--- src/rtl/tetris_pkg.sv ---
// Shared types for the Tetris input controller.
// Button indices, repeat FSM states and channel count.
package tetris_pkg;

  localparam int NUM_BTNS = 4;

  typedef enum logic [1:0] {
    BTN_DOWN  = 2'd0,
    BTN_LEFT  = 2'd1,
    BTN_RIGHT = 2'd2,
    BTN_ROT   = 2'd3
  } btn_idx_t;

  typedef enum logic [1:0] {
    IDLE,
    DAS,
    REPEAT
  } rep_state_t;

  typedef enum logic {
    RELEASED,
    HELD
  } hold_state_t;

endpackage

--- src/rtl/tetris_btn_channel.sv ---
// One button: 2-FF sync, debounce, press edge, optional auto-repeat.
// REPEAT_EN=0 reduces the FSM to RELEASED/HELD with no timer.
module tetris_btn_channel
  import tetris_pkg::*;
#(
  parameter int DEBOUNCE_CYCLES = 3,
  parameter int DAS_CYCLES      = 10,
  parameter int ARR_CYCLES      = 3,
  parameter bit REPEAT_EN       = 1'b1
) (
  input  logic clk,
  input  logic rst_n,
  input  logic raw,
  output logic level,
  output logic press,
  output logic move
);

  if (DEBOUNCE_CYCLES < 1 || DEBOUNCE_CYCLES > 255 ||
      DAS_CYCLES < 1 || DAS_CYCLES > 255 ||
      ARR_CYCLES < 1 || ARR_CYCLES > 255) begin : g_bad_param
    $error("tetris_btn_channel: cycle parameter out of 1..255");
  end

  logic       s1;
  logic       s2;
  logic [7:0] cnt;
  logic       flip;
  logic       rise;
  logic       fall;
  logic       move_d;

  // Two-flop synchronizer for the raw asynchronous button
  always_ff @(posedge clk or negedge rst_n) begin
    if (!rst_n) begin
      s1 <= 1'b0;
      s2 <= 1'b0;
    end else begin
      s1 <= raw;
      s2 <= s1;
    end
  end

  assign flip = (s2 != level) &&
                (cnt == 8'(DEBOUNCE_CYCLES - 1));
  assign rise = flip & ~level;
  assign fall = flip & level;

  // Debounce: flip level after N consecutive differing samples
  always_ff @(posedge clk or negedge rst_n) begin
    if (!rst_n) begin
      cnt   <= '0;
      level <= 1'b0;
    end else if (s2 == level) begin
      cnt <= '0;
    end else if (flip) begin
      cnt   <= '0;
      level <= ~level;
    end else begin
      cnt <= cnt + 8'd1;
    end
  end

  if (REPEAT_EN) begin : g_rep
    rep_state_t state_q;
    rep_state_t state_d;
    logic [7:0] tmr_q;
    logic [7:0] tmr_d;

    // Repeat FSM state and timer registers
    always_ff @(posedge clk or negedge rst_n) begin
      if (!rst_n) begin
        state_q <= IDLE;
        tmr_q   <= '0;
      end else begin
        state_q <= state_d;
        tmr_q   <= tmr_d;
      end
    end

    // Press pulse, then DAS delay, then fixed-rate repeats
    always_comb begin
      state_d = state_q;
      tmr_d   = tmr_q;
      move_d  = 1'b0;
      unique case (state_q)
        IDLE: begin
          if (rise) begin
            move_d  = 1'b1;
            tmr_d   = 8'(DAS_CYCLES);
            state_d = DAS;
          end
        end
        DAS, REPEAT: begin
          if (fall) begin
            state_d = IDLE;
          end else if (tmr_q == 8'd1) begin
            move_d  = 1'b1;
            tmr_d   = 8'(ARR_CYCLES);
            state_d = REPEAT;
          end else begin
            tmr_d = tmr_q - 8'd1;
          end
        end
        default: state_d = IDLE;
      endcase
    end
  end else begin : g_hold
    hold_state_t state_q;
    hold_state_t state_d;

    // Held/released tracking register
    always_ff @(posedge clk or negedge rst_n) begin
      if (!rst_n) state_q <= RELEASED;
      else        state_q <= state_d;
    end

    // Single pulse on press, nothing while held
    always_comb begin
      state_d = state_q;
      move_d  = 1'b0;
      unique case (state_q)
        RELEASED: begin
          if (rise) begin
            move_d  = 1'b1;
            state_d = HELD;
          end
        end
        HELD: begin
          if (fall) state_d = RELEASED;
        end
        default: state_d = RELEASED;
      endcase
    end
  end

  // Registered press-edge and move pulses
  always_ff @(posedge clk or negedge rst_n) begin
    if (!rst_n) begin
      press <= 1'b0;
      move  <= 1'b0;
    end else begin
      press <= rise;
      move  <= move_d;
    end
  end

endmodule

--- src/rtl/tetris_input_ctrl.sv ---
// Tetris button front end: four channels, L/R conflict mask, enable gate.
// Auto-repeat on down/left/right only when INPUT_REPEAT_EN is defined.
module tetris_input_ctrl
  import tetris_pkg::*;
#(
  parameter int DEBOUNCE_CYCLES = 3,
  parameter int DAS_CYCLES      = 10,
  parameter int ARR_CYCLES      = 3
) (
  input  logic gm_clk,
  input  logic gm_rst_n,
  input  logic btn_down,
  input  logic btn_left,
  input  logic btn_right,
  input  logic btn_rot,
  input  logic game_en,
  output logic down,
  output logic left,
  output logic right,
  output logic rott,
  output logic any_press
);

`ifdef INPUT_REPEAT_EN
  localparam bit REP = 1'b1;
`else
  localparam bit REP = 1'b0;
`endif

  logic [NUM_BTNS-1:0] raw;
  logic [NUM_BTNS-1:0] level;
  logic [NUM_BTNS-1:0] press;
  logic [NUM_BTNS-1:0] move;
  logic                lr_both;
  logic                unused_level;

  assign raw[BTN_DOWN]  = btn_down;
  assign raw[BTN_LEFT]  = btn_left;
  assign raw[BTN_RIGHT] = btn_right;
  assign raw[BTN_ROT]   = btn_rot;

  for (genvar i = 0; i < NUM_BTNS; i++) begin : g_ch
    tetris_btn_channel #(
      .DEBOUNCE_CYCLES(DEBOUNCE_CYCLES),
      .DAS_CYCLES     (DAS_CYCLES),
      .ARR_CYCLES     (ARR_CYCLES),
      .REPEAT_EN      ((i == int'(BTN_ROT)) ? 1'b0 : REP)
    ) u_ch (
      .clk  (gm_clk),
      .rst_n(gm_rst_n),
      .raw  (raw[i]),
      .level(level[i]),
      .press(press[i]),
      .move (move[i])
    );
  end

  assign lr_both      = level[BTN_LEFT] & level[BTN_RIGHT];
  assign unused_level = level[BTN_DOWN] ^ level[BTN_ROT];

  assign down      = game_en & move[BTN_DOWN];
  assign left      = game_en & move[BTN_LEFT] & ~lr_both;
  assign right     = game_en & move[BTN_RIGHT] & ~lr_both;
  assign rott      = game_en & move[BTN_ROT];
  assign any_press = |press;

endmodule

--- config.mk ---
export PLATFORM = sky130hd
export DESIGN_NAME = tetris_input_ctrl
export DESIGN_NICKNAME = d
export VERILOG_FILES = /design/src/rtl/tetris_pkg.sv /design/src/rtl/tetris_btn_channel.sv /design/src/rtl/tetris_input_ctrl.sv
export SDC_FILE = /design/constraint.sdc
export NUM_CORES = 1
export LEC_CHECK = 0
export BUFFER_PORTS_ARGS = -buffer_cell sky130_fd_sc_hd__buf_2
export CORE_MARGIN = 3
export CORE_UTILIZATION = 45
export CTS_CLUSTER_SIZE = 16
export DETAILED_ROUTE_END_ITERATION = 7
export MAX_ROUTING_LAYER = met4
export PLACE_DENSITY = 0.65
export SLEW_MARGIN = 5
export SYNTH_ARGS = -nofsm -noshare
export SYNTH_HDL_FRONTEND = slang
export SYNTH_HIERARCHICAL = 1
export SYNTH_SLANG_ARGS = --single-unit
--- constraint.sdc ---
create_clock -name gm_clk -period 2.78 [get_ports gm_clk]
set_input_delay 0 -clock gm_clk [delete_from_list [all_inputs] [get_ports gm_clk]]
set_output_delay 0 -clock gm_clk [all_outputs]
set_load 0.1 [all_outputs]
==> impl_metrics.env <==
export IMPL_vdd_ir_drop_max_mv=0.301
export IMPL_power_mw=2.00
export IMPL_clockRootBuffer="clkbuf_8"
export IMPL_h_tree_depth=2
export IMPL_critPathArrivalTime_ps=1490
export IMPL_ys_ff_latch=52
export IMPL_cts_tree="built"
export IMPL_cp_startpoint="g_ch[1].u_ch/press"
export IMPL_finalSetupViolations=0
export IMPL_required_ps=2780
export IMPL_place_congestion=0.743
export IMPL_avgSynthCellArea_um2=11.5
export IMPL_synth_top_area_share=0.581
export IMPL_antenna_found_initial=0
export IMPL_crit_type="reg -> out"
export IMPL_crit_path_end_kind="output port"
export IMPL_die_h_um=76.5
export IMPL_worst_slew_pin_slew_ps=486
export IMPL_pre_cts_ws_ps=1350
export IMPL_yosysTopAreaCell="dfrtp_1"
export IMPL_multi_input_area_um2=922
export IMPL_grt_pass1_wl_mm=6.40
export IMPL_rsz0062_at_grt="false"
export IMPL_fin_util=0.539
export IMPL_initial_core_util=0.471
export IMPL_rr_startpoint="g_ch[0].u_ch/cnt[0]"
export IMPL_syn_inst=194
export IMPL_routed_wl_mm=3.44
export IMPL_setup_slack_ps=1290
export IMPL_async_flop_share=1.00
export IMPL_grt_pass1_vias=1478
export IMPL_finalHoldViolations=0
export IMPL_nets=233
export IMPL_synth_edf_count=0
export IMPL_ff2ff_path_depth=5
export IMPL_hold_class="in -> async"
export IMPL_synth_most_common_cell="dfrtp_1"
export IMPL_final_cells=286
export IMPL_clock_fmax_mhz=672
export IMPL_dp_hpwl_mm=2.32
export IMPL_hold_ws_ps=178
export IMPL_clk_pin_slew_worst_paths_ps=90
export IMPL_fp_coreArea_um2=4750
export IMPL_dr_pass1_iters=4
export IMPL_run_status="finished, final reports clean"
export IMPL_power_density_nw_per_um2=783
export IMPL_grt_overflow_total=0
export IMPL_antenna_left=0
export IMPL_dpl_cell_area_um2=2380
export IMPL_worstSetupStartpointType="flip-flop"
export IMPL_ioPinCount=12
export IMPL_cts_made_buffers=5
export IMPL_route_detailed_drc=0
export IMPL_tns_ps=0
export IMPL_fin_crit_ps=1490
export IMPL_ctsLongestPathBuffers=2
export IMPL_numPortBuffers=11
export IMPL_clock_latency_ps=290
export IMPL_drt_initial_drc_count=47
export IMPL_synth_yosys_seq_area_share=0.581
export IMPL_vias_per_cell=5.09
export IMPL_ys_top_cells_by_area="dfrtp_1 58%, ha_1 4.5%, nor3b_1 3.7%, nor2_1 3.5%, or3_1 3.4%"
export IMPL_design_area_um2=2560
export IMPL_netlist_area_um2=2240
export IMPL_vias=1456
export IMPL_die_area_um2=5860
export IMPL_fillers=445
export IMPL_grt_usage=0.137
export IMPL_syn_to_final_growth_pct=14.4
export IMPL_cts_setup_buffers=0
export IMPL_synth_warnings=6
export IMPL_grt_max_degree=33
export IMPL_cap_violations=0
export IMPL_crit_fanout=1
export IMPL_synth_cell_types=22
export IMPL_diodes=0
export IMPL_maxSlewHeadroom=0.678
export IMPL_num_rows=25
export IMPL_worst_r2r_setup_slack_ps=1330
export IMPL_cts_num_sinks=52
export IMPL_synth_ff_type="dfrtp_1"
export IMPL_slew_viol_final=0
export IMPL_synthTopCellsByCount="52 x dfrtp_1, 21 x nor2_1"
export IMPL_post_route_period_util=0.536
export IMPL_wl_per_cell_um=12.0
export IMPL_chipWidth_um=76.5
export IMPL_ff_latch_area_um2=1300
export IMPL_dp_cells=273
export IMPL_power_leakage_nw=1.14
export IMPL_layout_drive_gt1_share=0.164
export IMPL_fin_skew_ps=2.51
export IMPL_syn_nets=209
==> logic make-up (layout without fill, tap and decap cells) <==
group                      Yosys count  count (layout)  share of synthesized area
and+or+nand+nor                     82              82                      0.208
xor gates and xnor gates            16              16                     0.0626
buffers and inverters                4              29                    0.00671
DFF                                 52              52                      0.581
adders and majority gates            8               8                     0.0447
muxes                                4               4                     0.0268
AOI/OAI and AO/OA                   28              28                     0.0693
==> worst max-delay path by stage <==
stage	cells after the start	end
after floorplan	5	flip-flop
after global placement	5	flip-flop
after detailed placement	5	flip-flop
after CTS	2	any_press
after global routing	5	flip-flop
final	2	any_press
==> cells in the final DEF (no fill, tap or decap), drive strengths merged, types with 2 or more instances in the layout <==
cell type / instances
dfrtp: 52
buf: 12
nor3b: 11
nand3: 13
a21o: 3
xnor2: 8
inv: 4
mux2: 4
nor2: 21
xor2: 8
nor4: 4
o21ai: 12
ha: 8
nand2: 12
and3: 2
a21oi: 12
or3: 12
nand4: 4
and2: 2
dlygate4sd3: 5
clkbuf: 7
==> metal layers <==
layer	routed length (um)	GRT usage
met5	0	-
met4	58	0.0543
met3	96	0.0296
met2	1500	0.208
met1	1790	0.181
==> where the power goes <==
part           internal [mW]  switching (mW)
registers              0.862           0.107
logic                  0.198           0.282
clock network          0.318           0.238
total                   1.38           0.627
==> final cells by class <==
class                           count  area share
Sequential cell                    52       0.508
Inverter                            4     0.00586
Clock buffer                        7      0.0376
Multi-Input combinational cell    138       0.360
Clock inverter                      1      0.0117
Tap cell                           67      0.0327
Timing Repair Buffer               17      0.0440
==> critical path: stages (launching register included) <==
cell,delay (ps)
dfrtp_1,380
or4_1,510
buf_2,310
==> flip-flops by register name, indices dropped and copies added, names as in the netlist, named ones only <==
register,count
g_ch.u_ch/s2,4
g_ch.u_ch/s1,4
g_ch.u_ch/press,4
g_ch.u_ch/move,4
g_ch.u_ch/cnt,32
==> repair_timing <==
item                      4_1_cts  5_1_grt
hold endpoints to repair       24        0
gates resized for setup         0        0
hold buffers                    5        0
(Power assumes the default switching activity.)
